## config.mk

```make
export PLATFORM = sky130hd
export DESIGN_NAME = mul_dispatch
export DESIGN_NICKNAME = d
export VERILOG_FILES = /design/src/rtl/mul_pkg.sv /design/src/rtl/mul_op_fifo.sv /design/src/rtl/mul_dispatch.sv
export SDC_FILE = /design/constraint.sdc
export NUM_CORES = 1
export LEC_CHECK = 0
export BUFFER_PORTS_ARGS = -buffer_cell sky130_fd_sc_hd__buf_2
export CELL_PAD_IN_SITES_DETAIL_PLACEMENT = 0
export CELL_PAD_IN_SITES_GLOBAL_PLACEMENT = 1
export CORE_MARGIN = 1
export CORE_UTILIZATION = 48
export CTS_CLUSTER_SIZE = 16
export DETAILED_ROUTE_END_ITERATION = 10
export GPL_TIMING_DRIVEN = 0
export PLACE_DENSITY = 0.83
export RECOVER_POWER = 100
export SLEW_MARGIN = 25
export SYNTH_ARGS = -nofsm -noshare
export SYNTH_HDL_FRONTEND = slang
export SYNTH_HIERARCHICAL = 1
export SYNTH_SLANG_ARGS = --single-unit
```

## constraint.sdc

```tcl
create_clock -name clk -period 2.4 [get_ports clk]
set_input_delay 0.48 -clock clk [delete_from_list [all_inputs] [get_ports clk]]
set_output_delay 0.48 -clock clk [all_outputs]
set_load 0.05 [all_outputs]
```

## src/rtl/mul_pkg.sv

```systemverilog
// Shared types for the multiplier dispatch stage: widths, FSM states and the
// operand-pair record carried through the issue FIFO.
package mul_pkg;

  localparam int OP_W   = 16;
  localparam int PROD_W = 32;

  typedef enum logic [2:0] {
    ST_IDLE,
    ST_ISSUE,
    ST_WAIT_HI,
    ST_WAIT_LO,
    ST_HOLD
  } mul_disp_state_t;

  typedef struct packed {
    logic [OP_W-1:0] x;
    logic [OP_W-1:0] y;
  } mul_ops_t;

endpackage

```

## src/rtl/mul_op_fifo.sv

```systemverilog
// Synchronous FIFO of operand pairs; the head entry is read combinationally
// from the read pointer so the issue stage can latch it without extra delay.
module mul_op_fifo
  import mul_pkg::*;
#(
  parameter int DEPTH = 4
) (
  input  logic                   clk,
  input  logic                   rst_n,
  input  logic                   push,
  input  mul_ops_t               push_data,
  input  logic                   pop,
  output mul_ops_t               head,
  output logic [$clog2(DEPTH):0] level,
  output logic                   full,
  output logic                   empty
);

  localparam int AW = $clog2(DEPTH);
  localparam logic [AW:0] FULL_LEVEL = (AW + 1)'(DEPTH);

  mul_ops_t      mem [DEPTH];
  logic [AW-1:0] wr_ptr;
  logic [AW-1:0] rd_ptr;
  logic          do_push;
  logic          do_pop;

  assign full    = (level == FULL_LEVEL);
  assign empty   = (level == '0);
  assign do_push = push && !full;
  assign do_pop  = pop && !empty;
  assign head    = mem[rd_ptr];

  // Pointers are exactly AW bits wide, so they wrap on their own at DEPTH.
  always_ff @(posedge clk or negedge rst_n) begin
    if (!rst_n) begin
      wr_ptr <= '0;
      rd_ptr <= '0;
      level  <= '0;
    end else begin
      if (do_push) wr_ptr <= wr_ptr + 1'b1;
      if (do_pop)  rd_ptr <= rd_ptr + 1'b1;
      if (do_push && !do_pop)      level <= level + 1'b1;
      else if (do_pop && !do_push) level <= level - 1'b1;
    end
  end

  always_ff @(posedge clk) begin
    if (do_push) mem[wr_ptr] <= push_data;
  end

endmodule

```

## src/rtl/mul_dispatch.sv

```systemverilog
// Operand issue / product capture stage in front of the Booth multiplier.
// Define MUL_DISPATCH_TIMEOUT_EN to add a watchdog on both busy-wait states.
module mul_dispatch
  import mul_pkg::*;
#(
  parameter int DEPTH   = 4,
  parameter int TIMEOUT = 64
) (
  input  logic                   clk,
  input  logic                   rst_n,
  input  logic                   in_valid,
  output logic                   in_ready,
  input  logic [OP_W-1:0]        in_x,
  input  logic [OP_W-1:0]        in_y,
  output logic [OP_W-1:0]        mul_x,
  output logic [OP_W-1:0]        mul_y,
  output logic                   mul_start,
  input  logic                   mul_busy,
  input  logic [PROD_W-1:0]      mul_z,
  output logic                   res_valid,
  input  logic                   res_ready,
  output logic [PROD_W-1:0]      res_z,
  output logic                   res_err,
  output logic [$clog2(DEPTH):0] level
);

  mul_disp_state_t state;
  mul_disp_state_t state_next;

  mul_ops_t push_data;
  mul_ops_t head;
  logic     fifo_full;
  logic     fifo_empty;
  logic     push;
  logic     pop;
  logic     capture;
  logic     abort;
  logic     wait_expired;
  logic     res_accept;

  assign push_data  = '{x: in_x, y: in_y};
  assign in_ready   = !fifo_full;
  assign push       = in_valid && in_ready;
  assign pop        = (state == ST_ISSUE);
  assign res_accept = (state == ST_HOLD) && res_ready;

  mul_op_fifo #(
    .DEPTH(DEPTH)
  ) u_fifo (
    .clk      (clk),
    .rst_n    (rst_n),
    .push     (push),
    .push_data(push_data),
    .pop      (pop),
    .head     (head),
    .level    (level),
    .full     (fifo_full),
    .empty    (fifo_empty)
  );

  always_ff @(posedge clk or negedge rst_n) begin
    if (!rst_n) state <= ST_IDLE;
    else        state <= state_next;
  end

  always_comb begin
    state_next = state;
    capture    = 1'b0;
    abort      = 1'b0;
    unique case (state)
      ST_IDLE: begin
        if (!fifo_empty) state_next = ST_ISSUE;
      end
      ST_ISSUE: begin
        state_next = ST_WAIT_HI;
      end
      ST_WAIT_HI: begin
        if (mul_busy) begin
          state_next = ST_WAIT_LO;
        end else if (wait_expired) begin
          abort      = 1'b1;
          state_next = ST_HOLD;
        end
      end
      ST_WAIT_LO: begin
        if (!mul_busy) begin
          capture    = 1'b1;
          state_next = ST_HOLD;
        end else if (wait_expired) begin
          abort      = 1'b1;
          state_next = ST_HOLD;
        end
      end
      ST_HOLD: begin
        if (res_ready) state_next = fifo_empty ? ST_IDLE : ST_ISSUE;
      end
      default: state_next = ST_IDLE;
    endcase
  end

  // Operands are latched on entry to ISSUE so they are stable for the whole
  // multiplication; mul_start is therefore high exactly while in ISSUE.
  always_ff @(posedge clk or negedge rst_n) begin
    if (!rst_n) begin
      mul_start <= 1'b0;
      mul_x     <= '0;
      mul_y     <= '0;
      res_valid <= 1'b0;
      res_z     <= '0;
    end else begin
      mul_start <= (state_next == ST_ISSUE);
      if (state_next == ST_ISSUE) begin
        mul_x <= head.x;
        mul_y <= head.y;
      end
      if (capture) begin
        res_z     <= mul_z;
        res_valid <= 1'b1;
      end else if (abort) begin
        res_z     <= '0;
        res_valid <= 1'b1;
      end else if (res_accept) begin
        res_valid <= 1'b0;
      end
    end
  end

`ifdef MUL_DISPATCH_TIMEOUT_EN
  localparam int TW = $clog2(TIMEOUT) + 1;

  logic [TW-1:0] wait_cnt;

  assign wait_expired = (wait_cnt == TW'(TIMEOUT - 1));

  // Restarts on every state change, so each wait state gets its own budget.
  always_ff @(posedge clk or negedge rst_n) begin
    if (!rst_n) begin
      wait_cnt <= '0;
    end else if (state_next != state) begin
      wait_cnt <= '0;
    end else if (state == ST_WAIT_HI || state == ST_WAIT_LO) begin
      wait_cnt <= wait_cnt + 1'b1;
    end
  end

  always_ff @(posedge clk or negedge rst_n) begin
    if (!rst_n)       res_err <= 1'b0;
    else if (capture) res_err <= 1'b0;
    else if (abort)   res_err <= 1'b1;
  end
`else
  assign wait_expired = 1'b0;
  assign res_err      = 1'b0;
`endif

endmodule

```

==> Word level (Yosys, flattened, before mapping) <==
Memories as Yosys holds them, arrays and structs flattened. A register that Yosys moved wholly into a read port is not among the register bits.
Index checks and enable logic that the tools add are counted.
{ "totals": {"ff_bits": 44, "ramBits": 128, "input_bits": 69, "output_inout_bits": 71, "n_memories": 1} }
{ "classes": {"addsub": 4, "eq_ne": 6, "mux": 15, "n_reduce_logical": 15} }
{ "mem_list": {"columns": ["name", "words", "width", "read_ports", "rd_ports_with_merged_regs", "write_ports", "line", "source"], "rows": [
  ["u_fifo.mem", 4, 32, 1, 1, 1, "mul_op_fifo.sv:22", "mul_ops_t mem [DEPTH];"]
]} }
{ "op_table": {"columns": ["operator", "n"], "rows": [
  ["32-bit two-way mux", 1],
  ["3-bit two-way mux", 6],
  ["3-bit case mux with 5 select lines", 1],
  ["1-bit two-way mux", 7],
  ["3-bit by 1-bit equality test with 1-bit output (second input constant)", 2],
  ["3-bit by 2-bit equality test with 1-bit output (second input constant)", 2],
  ["3-bit equality test (second input constant)", 2],
  ["1-bit logical AND", 6],
  ["3-bit logical NOT", 2],
  ["1-bit logical NOT", 5],
  ["2-bit by 1-bit adder with 2-bit output (second input constant)", 2],
  ["2-bit nonzero test", 2],
  ["3-bit by 1-bit adder with 3-bit output (second input constant)", 1],
  ["3-bit by 1-bit subtractor with 3-bit output (second input constant)", 1]
]} }

==> Logic depth before layout (Yosys ltp) <==
Gate-level depths: netlist of the first run.
{ "depth": {"word_depth": 8, "mapped_depth": 10, "mapped_depth_nobuf": 9} }

==> By module <==
Netlist of the first run, hierarchy kept.
{ "modules_own_cells": {"columns": ["module", "n_inst", "cells_per_inst", "area_per_inst_um2", "seq_area_each_um2"], "rows": [
  ["mul_op_fifo", 1, 204, 5094.9, 4018.9],
  ["mul_dispatch", 1, 160, 2793.9, 1726.7]
]} }

==> Least setup slack after synthesis of the first run <==
Ideal clock, no wire load.
{ "synth_timing": {"path_type": "reg2reg", "start": "register u_fifo.level[0]", "end": "memory u_fifo/mem[2][0] (netlist name), enable pin", "setup_time_ps": 392, "t_arrival_ps": 2028, "path_slack_ps": -20, "stages_incl_launch_ff": 6, "n_path_buf": 1, "synth_period_minus_slack_ps": 2420, "cell_sequence": "dfrtp_1 -> nor3b_2 -> nor2b_1 -> nor2b_1 -> buf_6 -> and2_1"} }
{ "synth_between": {"elab_chain_cells": 6} }
{ "synth_lines": {"columns": ["element", "line", "source"], "rows": [
  ["start: declaration", "mul_op_fifo.sv:14", "output logic [$clog2(DEPTH):0] level,"],
  ["start signal: assignment", "mul_op_fifo.sv:43", "if (do_push && !do_pop) level <= level + 1'b1;"],
  ["start signal: assignment", "mul_op_fifo.sv:44", "else if (do_pop && !do_push) level <= level - 1'b1;"],
  ["3-bit equality test", "mul_op_fifo.sv:28", "assign full = (level == FULL_LEVEL);"],
  ["named net fifo_full", "mul_dispatch.sv:32", "logic fifo_full;"],
  ["1-bit logical NOT", "mul_dispatch.sv:42", "assign in_ready = !fifo_full;"],
  ["1-bit logical AND", "mul_dispatch.sv:43", "assign push = in_valid && in_ready;"],
  ["named net push", "mul_dispatch.sv:34", "logic push;"],
  ["1-bit logical AND", "mul_op_fifo.sv:30", "assign do_push = push && !full;"],
  ["named net u_fifo.do_push", "mul_op_fifo.sv:25", "logic do_push;"],
  ["1-bit two-way mux", "mul_op_fifo.sv:49", "if (do_push) mem[wr_ptr] <= push_data;"],
  ["1-bit two-way mux (implied by the code)", "mul_op_fifo.sv:49", null],
  ["end: declaration", "mul_op_fifo.sv:22", null]
]} }
The timed path passes the listed nets, and every way through them passes these cells.

==> Worst setup path after layout of the first run <==
{ "layout_timing": {"start": "register u_fifo.level[2]", "end": "memory u_fifo/mem[3][17] (netlist name), enable pin"} }
Same word-level chain as after synthesis.

==> qor_table.md, run 1 <==
| Item | Reported |
| --- | --- |
| Result of the run | finished clean |
| Count of endpoints failing hold in the final timing report | 0 |
| Largest fanout on the critical path | 32 |
| Hold path depth | 2 |
| Number of storage elements in the synthesis netlist | 204 |
| Upper clock frequency limit | 0.458 GHz |
| Static leakage power | 0.00343 uW |
| Worst path max stage delay | 0.79 ns |
| Mapped Avg Cell Area | 21.7 um2 |
| Post-layout util | 58.1% |
| Summed negative setup slack over all endpoints | 0 ns |
| Post-placement setup slack | 0.186 ns |
| Layout Skew | 0.00519 ns |
| Layout cell share with drive strength beyond 1 | 28.7% |
| TritonCTS clock tree | yes |
| Num Clock Sinks | 204 |
| Area of all placed cells without fillers | 9270 um2 |
| Max-cap viol count | 0 |
| First-pass GRT wire length | 21100 um |
| Critical-path top delay cell | sky130_fd_sc_hd__and2_2 |
| WP data arrival | 2.29 ns |
| Antenna violations before repair | 0 |
| Routed length per instance | 18.3 um |
| Detailed Routing Iterations Pass 1 | 4 |
| Drt drc | 0 |
| Hold wc startpoint | mul_z[24] |
| Count of pins on the block boundary | 140 |
| Global-route congestion overflow total | 0 |
| Final worst-path cycle share | 90.9% |
| Number of buffers created by CTS | 22 |
| Ys Warns | 6 |
| Synth area leaders | sky130_fd_sc_hd__edfxtp_1 49%, sky130_fd_sc_hd__dfrtp_1 24%, sky130_fd_sc_hd__mux4_2 8.0% |
| Port-buffer cells | 138 |
| Launch instance of the worst register-to-register path | u_fifo/level[2] |
| Count of nets after finishing | 603 |
| Relative slew margins | 35.8% |
| Largest vdd supply drop | 0.000809 V |
| Post-place instance area | 8880 um2 |
| Placement row count | 46 |
| Cell count after synthesis | 364 |
| Most numerous cell on the critical path | sky130_fd_sc_hd__nor2b_1 |
| Vias in the first global route | 3980 |
| Combined global-route utilization of all metal layers | 16.7% |
| Placer Congestion | 0.684 |
| R2R depth | 5 |
| Total wirelength of the detailed-routed design | 13900 um |
| Type of the worst setup path | flop to flop |
| Worst Tran Pin Value | 0.963 ns |
| H-tree level count | 1 |
| Most instantiated library cell after synthesis | sky130_fd_sc_hd__edfxtp_1 |
| Remaining antenna violation count after routing | 0 |
| Unrepaired setup endpoints after global routing | false |
| Chip width | 130 um |
| Pwr per Cell Area | 1520 nW/um2 |
| Crit end category | flop |
| Seq/Total Area, Yosys | 72.8% |
| Detailed placer's ending HPWL | 8720 um |
| Count of distinct cell types in the synthesized netlist | 37 |
| Diodes inserted | 0 |
| Min-delay worst type | primary input to flop |
| Core area | 15900 um2 |
| Commonest register cell after synthesis | sky130_fd_sc_hd__edfxtp_1 |
| DR vias | 3825 |
| Number of gates given a new drive strength after cts | 0 |
| Flop2flop setup slack | 0.22 ns |
| Critical Path, Cell by Cell | nor3b_2 > nor2b_1 > nor2b_1 > buf_6 > and2_2 |
| Initial Utilization | 49.5% |
| Cell type contributing the most total cell area after synthesis | sky130_fd_sc_hd__edfxtp_1 |
| Final setup violation count | 0 |
| Number of flops mapped to enable cells by yosys | 128 |
| Max Buffers Root-to-Sink | 3 |
| DR iter-0 viols | 133 |
| CP startpoint kind | flop |
| Drt via density | 5.03 |
| Critical path launch point | u_fifo/level[2] |
| Cell area after synthesis | 7890 um2 |
| Leading cell types by count after synthesis | 128 x sky130_fd_sc_hd__edfxtp_1, 76 x sky130_fd_sc_hd__dfrtp_1, 35 x sky130_fd_sc_hd__mux2_2 |
| Insertion delay of the later-clocked pin in the worst-skew pair | 0.49 ns |
| Clock Tree Root | sky130_fd_sc_hd__clkbuf_16 |
| Worst EP required | 2.51 ns |
| Final critical-path setup slack | 0.219 ns |
| Layout area overhead | 17.5% |
| Die ar. | 17000 um2 |
| Number of pins with negative max-slew slack in the final report | 0 |
| Vertical die dimension | 130 um |
| Min Tclk post-route | 2.18 ns |
| Post-Synthesis Net Count | 439 |
| Share of async-settable or async-resettable flops after synthesis | 37.3% |
| Pin count of the biggest net entering global routing | 46 |
| CTS clk-pin slew, worst paths | 0.06 ns |
| Area share of the leading cell type in the synthesized netlist | 48.7% |
==> placed cells by master, fill, tap and decap left out, types with 4 or more instances in the layout <==
master                      instances
sky130_fd_sc_hd__and2_2             4
sky130_fd_sc_hd__buf_2             38
sky130_fd_sc_hd__clkbuf_1         112
sky130_fd_sc_hd__clkbuf_16         23
sky130_fd_sc_hd__clkbuf_8           5
sky130_fd_sc_hd__dfrtp_1           76
sky130_fd_sc_hd__edfxtp_1         128
sky130_fd_sc_hd__ha_1               5
sky130_fd_sc_hd__inv_1              6
sky130_fd_sc_hd__mux2_1            27
sky130_fd_sc_hd__mux2_2            35
sky130_fd_sc_hd__mux2_4             4
sky130_fd_sc_hd__mux4_1             4
sky130_fd_sc_hd__mux4_2            28
sky130_fd_sc_hd__nor2_1             4
sky130_fd_sc_hd__xnor2_1            4
==> power breakdown <==
part	switching [uW]	leakage [uW]	total (uW)	internal [uW]
sequential	466	0.00207	5380	4920
clock	1250	0.000341	3150	1900
combinational	3730	0.00102	5540	1810
total	5440	0.00343	14100	8640
==> critical path, delay by kind of cell, from the launching register on <==
kind          cells  cell delay (ns)
simple gates      4             1.24
flops             1             0.40
buf+inv           1             0.14
==> sequential cells by signal, summed over array words and instances, names as in the netlist <==
signal         cells
u_fifo/rd_ptr      2
u_fifo/wr_ptr      2
res_z             32
u_fifo/mem       128
state              3
mul_x             16
u_fifo/level       3
mul_y             16
res_valid          1
mul_start          1
==> through the flow <==
stage	power [uW]	hold WS [ns]	cells
3_5_place_dp	11600	0.475	719
2_1_floorplan	10200	0.184	364
4_1_cts	14800	0.180	760
5_1_grt	14800	0.197	760
3_3_place_gp	11400	0.483	718
6_report	14100	0.209	760
==> routing by layer <==
| layer | up-vias | wire length [um] | GRT usage (%) |
|---|---|---|---|
| met5 | - | 0 | 0 |
| met4 | 0 | 192 | 5.06 |
| met3 | 21 | 978 | 4.47 |
| met2 | 125 | 6980 | 29.0 |
| met1 | 1924 | 5750 | 20.4 |
| li1 | 1755 | - | - |
==> area by class of cell <==
type / instances / area (um2)
Clock inverter: 6 / 30.0
Sequential cell: 204 / 5750
Inverter: 6 / 22.5
Fill cell: 1303 / 6680
Clock buffer: 34 / 667
Timing Repair Buffer: 140 / 581
Tap cell: 216 / 270
Buffer: 16 / 141
Multi-Input combinational cell: 138 / 1810
==> cells by family (layout without fill, tap and decap cells) <==
group / count (synthesis) / in the layout / share of synthesized area [%]
simple gates: 23 / 23 / 2.17
other cells: 1 / 1 / 0.0475
mux: 98 / 98 / 20.2
compound gates: 4 / 4 / 0.349
buf+inv: 22 / 202 / 2.66
xor+xnor: 6 / 6 / 0.666
fa+ha+maj: 6 / 6 / 1.05
flops: 204 / 204 / 72.8
==> repair_timing <==
| action | in CTS | in global routing |
|---|---|---|
| hold buffers | 1 | 0 |
| hold endpoints to repair | 31 | 0 |
| setup buffers | 0 | 0 |
==> path summary, 6_finish.rpt <==
| kind | endpoint |
|---|---|
| min reg2reg | res_z[30] |
| max | u_fifo/mem[3][17] |
| max in group asynchronous | res_z[11] |
| min in group asynchronous | res_z[2] |
| max reg2reg | u_fifo/mem[3][17] |
| min | res_z[24] |
Note: power is estimated with default switching activity, not from simulation.
==> run 2: changes to the inputs <==
--- a/config.mk
+++ b/config.mk
@@ -5,15 +5,16 @@
 export SDC_FILE = /design/constraint.sdc
 export NUM_CORES = 1
 export LEC_CHECK = 0
+export ABC_AREA = 1
 export BUFFER_PORTS_ARGS = -buffer_cell sky130_fd_sc_hd__buf_2
 export CELL_PAD_IN_SITES_DETAIL_PLACEMENT = 0
 export CELL_PAD_IN_SITES_GLOBAL_PLACEMENT = 1
 export CORE_MARGIN = 1
-export CORE_UTILIZATION = 48
+export CORE_UTILIZATION = 44
 export CTS_CLUSTER_SIZE = 16
 export DETAILED_ROUTE_END_ITERATION = 10
 export GPL_TIMING_DRIVEN = 0
-export PLACE_DENSITY = 0.83
+export PLACE_DENSITY = 0.82
 export RECOVER_POWER = 100
 export SLEW_MARGIN = 25
 export SYNTH_ARGS = -nofsm -noshare
==> constraint.sdc (replaced) <==
create_clock -name clk -period 2.4 [get_ports clk]
set_input_delay 0.48 -clock clk [delete_from_list [all_inputs] [get_ports clk]]
set_output_delay 0.48 -clock clk [all_outputs]
set_load 0.01 [all_outputs]
==> run 2 against run 1 <==
Against the previous run:
- clock-buffer cell count is 4 lower
- flip-flop and latch count stayed put
- sequential power is 2% lower
- combinational power is 16% lower
- largest power group is now sequential cells
- synthesized cell count is 100% higher
- final cell count is 53% higher
- die area is 16% higher
- register-to-register slack worse by 0.02 ns
- largest cell class unchanged
==> qor_table.md, run 2 <==
| Item | Reported |
| --- | --- |
| Result of the run | finished clean |
| Min-delay worst type | primary input to flop |
| Port-buffer cells | 138 |
| Worst EP required | 2.56 ns |
| Area of all placed cells without fillers | 10100 um2 |
| Mapped Avg Cell Area | 11.2 um2 |
| Ys Warns | 6 |
| Flop2flop setup slack | 0.20 ns |
| Leading cell types by count after synthesis | 218 x sky130_fd_sc_hd__nand2_1, 128 x sky130_fd_sc_hd__edfxtp_1, 120 x sky130_fd_sc_hd__inv_1 |
| Seq/Total Area, Yosys | 68.5% |
| Area taken by flip-flops and latches | 5750 um2 |
| Total wirelength of the detailed-routed design | 17800 um |
| Largest vdd supply drop | 0.000644 V |
| Vias in the first global route | 5484 |
| Combined global-route utilization of all metal layers | 18.8% |
| DR iter-0 viols | 266 |
| Hold_ws | 0.185 ns |
| Die ar. | 19600 um2 |
| Chip width | 140 um |
| Max Buffers Root-to-Sink | 3 |
| Number of buffers created by CTS | 22 |
| DR vias | 5645 |
| Antenna violations before repair | 2 |
| Cell area after synthesis | 8380 um2 |
| Most instantiated library cell after synthesis | sky130_fd_sc_hd__nand2_1 |
| Hold wc startpoint | res_ready |
| Area share of the leading cell type in the synthesized netlist | 45.9% |
| H-tree level count | 1 |
| First-pass GRT wire length | 28400 um |
| Diodes inserted | 0 |
| Cell type contributing the most total cell area after synthesis | sky130_fd_sc_hd__edfxtp_1 |
| Layout Skew | 0.0112 ns |
| Detailed Routing Iterations Pass 1 | 4 |
| Pwr per Cell Area | 1310 nW/um2 |
| Count of distinct cell types in the synthesized netlist | 22 |
| Layout cell share with drive strength beyond 1 | 12.1% |
| Number of storage elements in the synthesis netlist | 204 |
| Detailed placer's ending HPWL | 12100 um |
| Final setup violation count | 0 |
| Number of flops mapped to enable cells by yosys | 128 |
| Post-placement cell count | 1124 |
| Commonest register cell after synthesis | sky130_fd_sc_hd__edfxtp_1 |
| Number of pins with negative max-slew slack in the final report | 0 |
| Placement row count | 50 |
| TritonCTS clock tree | yes |
| Drt via density | 4.84 |
| Unrepaired setup endpoints after global routing | false |
| Clock Tree Root | sky130_fd_sc_hd__clkbuf_16 |
| Type of the worst setup path | flop to flop |
| Launch instance of the worst register-to-register path | u_fifo/level[0] |
| Routed length per instance | 15.3 um |
| R2R depth | 7 |
| Insertion delay of the later-clocked pin in the worst-skew pair | 0.50 ns |
| Remaining antenna violation count after routing | 0 |
| Post-Synthesis Net Count | 821 |
| Placer Congestion | 0.744 |
| Fillers | 1661 |
| Largest fanout on the critical path | 20 |
| Crit end category | flop |
| Upper clock frequency limit | 0.454 GHz |
| Post-place instance area | 9540 um2 |
| Final worst-path cycle share | 91.9% |
| Summed negative setup slack over all endpoints | 0 ns |
| Count of nets after finishing | 992 |
| Global-route congestion overflow total | 0 |
| RR Endpoint | u_fifo/mem[2][11] |
| Max-cap viol count | 0 |
| Vertical die dimension | 140 um |
| Cell count after synthesis | 746 |
| Num Clock Sinks | 204 |
| Initial Utilization | 44.8% |
| Min Tclk post-route | 2.20 ns |
| Worst Tran Pin Value | 1.07 ns |
| Count of pins on the block boundary | 140 |
| Share of async-settable or async-resettable flops after synthesis | 37.3% |
| Layout area overhead | 20.7% |
| Hold path depth | 2 |
| Drt drc | 0 |
| CP startpoint kind | flop |
| Commonest non-fill, non-tap cells in the layout | 218 x sky130_fd_sc_hd__nand2_1, 128 x sky130_fd_sc_hd__edfxtp_1, 120 x sky130_fd_sc_hd__inv_1, 120 x sky130_fd_sc_hd__clkbuf_1, 76 x sky130_fd_sc_hd__dfrtp_1 |
| Post-route non-filler standard cell count | 1166 |
| Core area | 18700 um2 |
| Relative slew margins | 28.7% |
| Static leakage power | 0.00449 uW |
| Most common library cell in the layout ignoring fill and taps | sky130_fd_sc_hd__nand2_1 |
| Count of endpoints failing hold in the final timing report | 0 |
| Top register by number of flip-flops | u_fifo/mem |
| Worst Hold End | state[2] |
| WP data arrival | 2.37 ns |
| Area of the multi-input gates | 1920 um2 |
| CTS clk-pin slew, worst paths | 0.06 ns |
| Registers with the most flip-flops | u_fifo/mem: 128 flops, res_z: 32 flops |
| Synth area leaders | sky130_fd_sc_hd__edfxtp_1 46%, sky130_fd_sc_hd__dfrtp_1 23%, sky130_fd_sc_hd__nand2_1 9.8% |
| Pin count of the biggest net entering global routing | 40 |
| Largest register FFs | 128 |
==> run 2: routing by layer <==
metal  routed length, um  track usage (%)  vias to the layer above
met3                1150             4.10                       30
li1                    -                -                     2834
met5                  27                0                        -
met2                8450             32.6                      161
met4                 332             5.61                        4
met1                7880             23.5                     2616
==> run 2: kinds of logic (layout without fill, tap and decap cells) <==
family          count (synthesis)  count (layout)  synth area share, %
compound gates                 99              99                 7.82
xor+xnor                        1               1                0.104
fa+ha+maj                       6               6                0.985
buf+inv                       162             348                 8.87
flops                         204             204                 68.5
other cells                     1               1               0.0447
simple gates                  273             273                 13.6
==> run 2: worst max path at each step <==
stage	start	end	slack, ns	cells past startpoint
floorplan	u_fifo/level[0]	u_fifo/mem[0][0]	-0.41	6
global placement	u_fifo/level[0]	u_fifo/mem[0][17]	-1.64	6
detailed placement	u_fifo/level[0]	u_fifo/mem[1][17]	-0.04	7
CTS	u_fifo/level[0]	u_fifo/level[2]	0.06	13
global route	u_fifo/level[0]	mul_x[2]	0.03	10
finish	u_fifo/level[0]	u_fifo/mem[2][11]	0.20	7
==> run 2: cell type report <==
cell class                      count  share of cell area [%]
Buffer                             41                    2.70
Clock buffer                       30                    6.25
Clock inverter                      9                   0.977
Inverter                          121                    4.49
Multi-Input combinational cell    380                    18.9
Sequential cell                   204                    56.8
Tap cell                          234                    2.89
Timing Repair Buffer              147                    6.95
==> run 2: metrics by stage <==
stage,utilization (%),total power (uW),setup slack (ns)
after global routing,54.1,14200,0.0272
after CTS,55.1,13600,0.0572
after global placement,50.1,9970,-1.64
final,54.1,13300,0.195
after floorplan,-,8360,-0.407
after detailed placement,51.0,10200,-0.0397
==> run 2: critical path: stages, from the launching register on <==
cell                      delay, ns
sky130_fd_sc_hd__dfrtp_1       0.43
sky130_fd_sc_hd__inv_1         0.10
sky130_fd_sc_hd__nand3_2       0.13
sky130_fd_sc_hd__inv_1         0.08
sky130_fd_sc_hd__nor2_2        0.20
sky130_fd_sc_hd__nand2_4       0.13
sky130_fd_sc_hd__nor2_4        0.39
sky130_fd_sc_hd__buf_4         0.40
==> run 2: repair_timing <==
| item | in CTS | in global routing |
|---|---|---|
| buffers inserted | 2 | 0 |
| pin swaps | 1 | 1 |
| hold buffers | 1 | 0 |
| resized for setup | 0 | 4 |
| endpoints found under the hold margin | 36 | 0 |
| endpoints found under the setup margin | 15 | 54 |
==> run 2: power by group <==
group	switching (uW)	internal, uW	total, uW
clock	1290	2060	3350
sequential	436	4830	5270
combinational	3040	1590	4630
total	4770	8480	13300
==> run 3: changes to the inputs <==
--- a/config.mk
+++ b/config.mk
@@ -7,7 +7,7 @@
 export LEC_CHECK = 0
 export ABC_AREA = 1
 export BUFFER_PORTS_ARGS = -buffer_cell sky130_fd_sc_hd__buf_2
-export CELL_PAD_IN_SITES_DETAIL_PLACEMENT = 0
+export CELL_PAD_IN_SITES_DETAIL_PLACEMENT = 1
 export CELL_PAD_IN_SITES_GLOBAL_PLACEMENT = 1
 export CORE_MARGIN = 1
 export CORE_UTILIZATION = 44
==> run 3 against run 2 <==
Against the previous run:
- clock skew grew 0.00061 ns
- final cell count grew 0.17%
- final area grew 0.40%
- largest cell class unchanged
- largest power group unchanged
==> qor_table.md, run 3 (synthesis gave the netlist of run 2 again) <==
| Item | Reported |
| --- | --- |
| Min Tclk post-route | 2.21 ns |
| Top register by number of flip-flops | u_fifo/mem |
| Core area | 18700 um2 |
| Total wirelength of the detailed-routed design | 21800 um |
| Number of buffers created by CTS | 22 |
| Pin count of the biggest net entering global routing | 40 |
| H-tree level count | 1 |
| Die ar. | 19600 um2 |
| Initial Utilization | 44.8% |
| CTS clk-pin slew, worst paths | 0.06 ns |
| Summed negative setup slack over all endpoints | 0 ns |
| Final worst-path cycle share | 92.2% |
| Launch instance of the worst register-to-register path | u_fifo/level[1] |
| DR iter-0 viols | 282 |
| Max Buffers Root-to-Sink | 3 |
| Routed length per instance | 18.7 um |
| Placer Congestion | 0.744 |
| Detailed placer's ending HPWL | 14200 um |
| Insertion delay of the later-clocked pin in the worst-skew pair | 0.50 ns |
| Count of pins on the block boundary | 140 |
| Result of the run | finished clean |
| Static leakage power | 0.00451 uW |
| Hold wc startpoint | res_ready |
| WP data arrival | 2.37 ns |
| Most common library cell in the layout ignoring fill and taps | sky130_fd_sc_hd__nand2_1 |
| Layout Skew | 0.0118 ns |
| RR Endpoint | u_fifo/mem[2][2] |
| Combined global-route utilization of all metal layers | 22.6% |
| Clock Tree Root | sky130_fd_sc_hd__clkbuf_16 |
| Commonest non-fill, non-tap cells in the layout | 217 x sky130_fd_sc_hd__nand2_1, 128 x sky130_fd_sc_hd__edfxtp_1, 120 x sky130_fd_sc_hd__inv_1 |
| R2R depth | 7 |
| Layout area overhead | 21.1% |
| Port-buffer cells | 138 |
| Crit end category | flop |
| Count of endpoints failing hold in the final timing report | 0 |
| Remaining antenna violation count after routing | 0 |
| First-pass GRT wire length | 33800 um |
| Min-delay worst type | primary input to flop |
| Post-place instance area | 9540 um2 |
| Largest fanout on the critical path | 20 |
| TritonCTS clock tree | yes |
| Relative slew margins | 26.2% |
| Placement row count | 50 |
| Layout cell share with drive strength beyond 1 | 12.8% |
| Worst EP required | 2.56 ns |
| Vias in the first global route | 6294 |
| Worst Hold End | state[2] |
| Final setup violation count | 0 |
| Type of the worst setup path | flop to flop |
| Upper clock frequency limit | 0.452 GHz |
| Diodes inserted | 0 |
| Num Clock Sinks | 204 |
| Detailed Routing Iterations Pass 1 | 4 |
| Flop2flop setup slack | 0.19 ns |
| Unrepaired setup endpoints after global routing | false |
| Max-cap viol count | 0 |
| Pwr per Cell Area | 1350 nW/um2 |
| Area of all placed cells without fillers | 10200 um2 |
| Count of nets after finishing | 993 |
| Vertical die dimension | 140 um |
| Antenna violations before repair | 1 |
| Drt drc | 0 |
| Number of pins with negative max-slew slack in the final report | 0 |
| Hold path depth | 2 |
| Drt via density | 5.18 |
| CP startpoint kind | flop |
| Chip width | 140 um |
| DR vias | 6055 |
| Largest vdd supply drop | 0.000750 V |
| Largest register FFs | 128 |
| Registers with the most flip-flops | u_fifo/mem: 128 flops, res_z: 32 flops |
| Worst Tran Pin Value | 1.11 ns |
| Global-route congestion overflow total | 0 |
==> run 3: where the power goes <==
part	internal, uW	switching (uW)	total [uW]
registers	4830	477	5310
clock network	2130	1350	3480
logic	1610	3290	4900
total	8570	5110	13700
==> run 3: how the worst max path moves through the flow <==
stage	to	cells after the start	startpoint
floorplan	u_fifo/mem[0][0]	6	u_fifo/level[0]
global placement	u_fifo/mem[0][17]	6	u_fifo/level[0]
detailed placement	u_fifo/mem[1][17]	7	u_fifo/level[0]
CTS	u_fifo/level[2]	13	u_fifo/level[1]
global route	u_fifo/mem[2][2]	7	u_fifo/level[1]
finish	u_fifo/mem[2][2]	7	u_fifo/level[1]
==> run 3: critical path: stages, from the launching register on <==
cell and delay [ns]:
sky130_fd_sc_hd__dfrtp_1 0.41, sky130_fd_sc_hd__inv_1 0.11, sky130_fd_sc_hd__nand3_2 0.14, sky130_fd_sc_hd__inv_1 0.08
sky130_fd_sc_hd__nor2_2 0.20, sky130_fd_sc_hd__nand2_4 0.14, sky130_fd_sc_hd__nor2_4 0.39, sky130_fd_sc_hd__buf_4 0.40
==> run 3: layout make-up <==
class | instances | area, um2
Clock inverter | 11 | 131
Buffer | 41 | 268
Inverter | 121 | 454
Timing Repair Buffer | 148 | 713
Clock buffer | 29 | 618
Tap cell | 234 | 293
Fill cell | 2045 | 8550
Sequential cell | 204 | 5750
Multi-Input combinational cell | 380 | 1930
==> run 3: per-stage QoR <==
| step | worst slack, ns | hold slack (ns) | std cells | util (%) | total power [uW] |
|---|---|---|---|---|---|
| after CTS | 0.0369 | 0.170 | 1168 | 55.3 | 14000 |
| after detailed placement | -0.0816 | 0.461 | 1124 | 51.0 | 10400 |
| final | 0.188 | 0.202 | 1168 | 54.3 | 13700 |
| after global placement | -1.64 | 0.458 | 1118 | 50.1 | 9970 |
| after floorplan | -0.407 | 0.184 | 746 | - | 8360 |
| after global routing | 0.0100 | 0.210 | 1168 | 54.3 | 14500 |
==> run 3: repair_timing <==
item                                   CTS  global route
gates resized for setup                  1             4
pin swaps                                1             1
gates cloned                             0             0
endpoints found under the hold margin   26             0
hold buffers                             1             0
buffers inserted                         3             0
setup endpoints to repair               16             2
==> run 3: per-layer routing <==
metal	vias to the layer above	routed length (um)	GRT usage [%]
met5	-	12	0
met4	2	526	7.29
met3	45	1300	4.82
met2	207	11000	39.9
met1	2974	8950	27.7
li1	2827	-	-
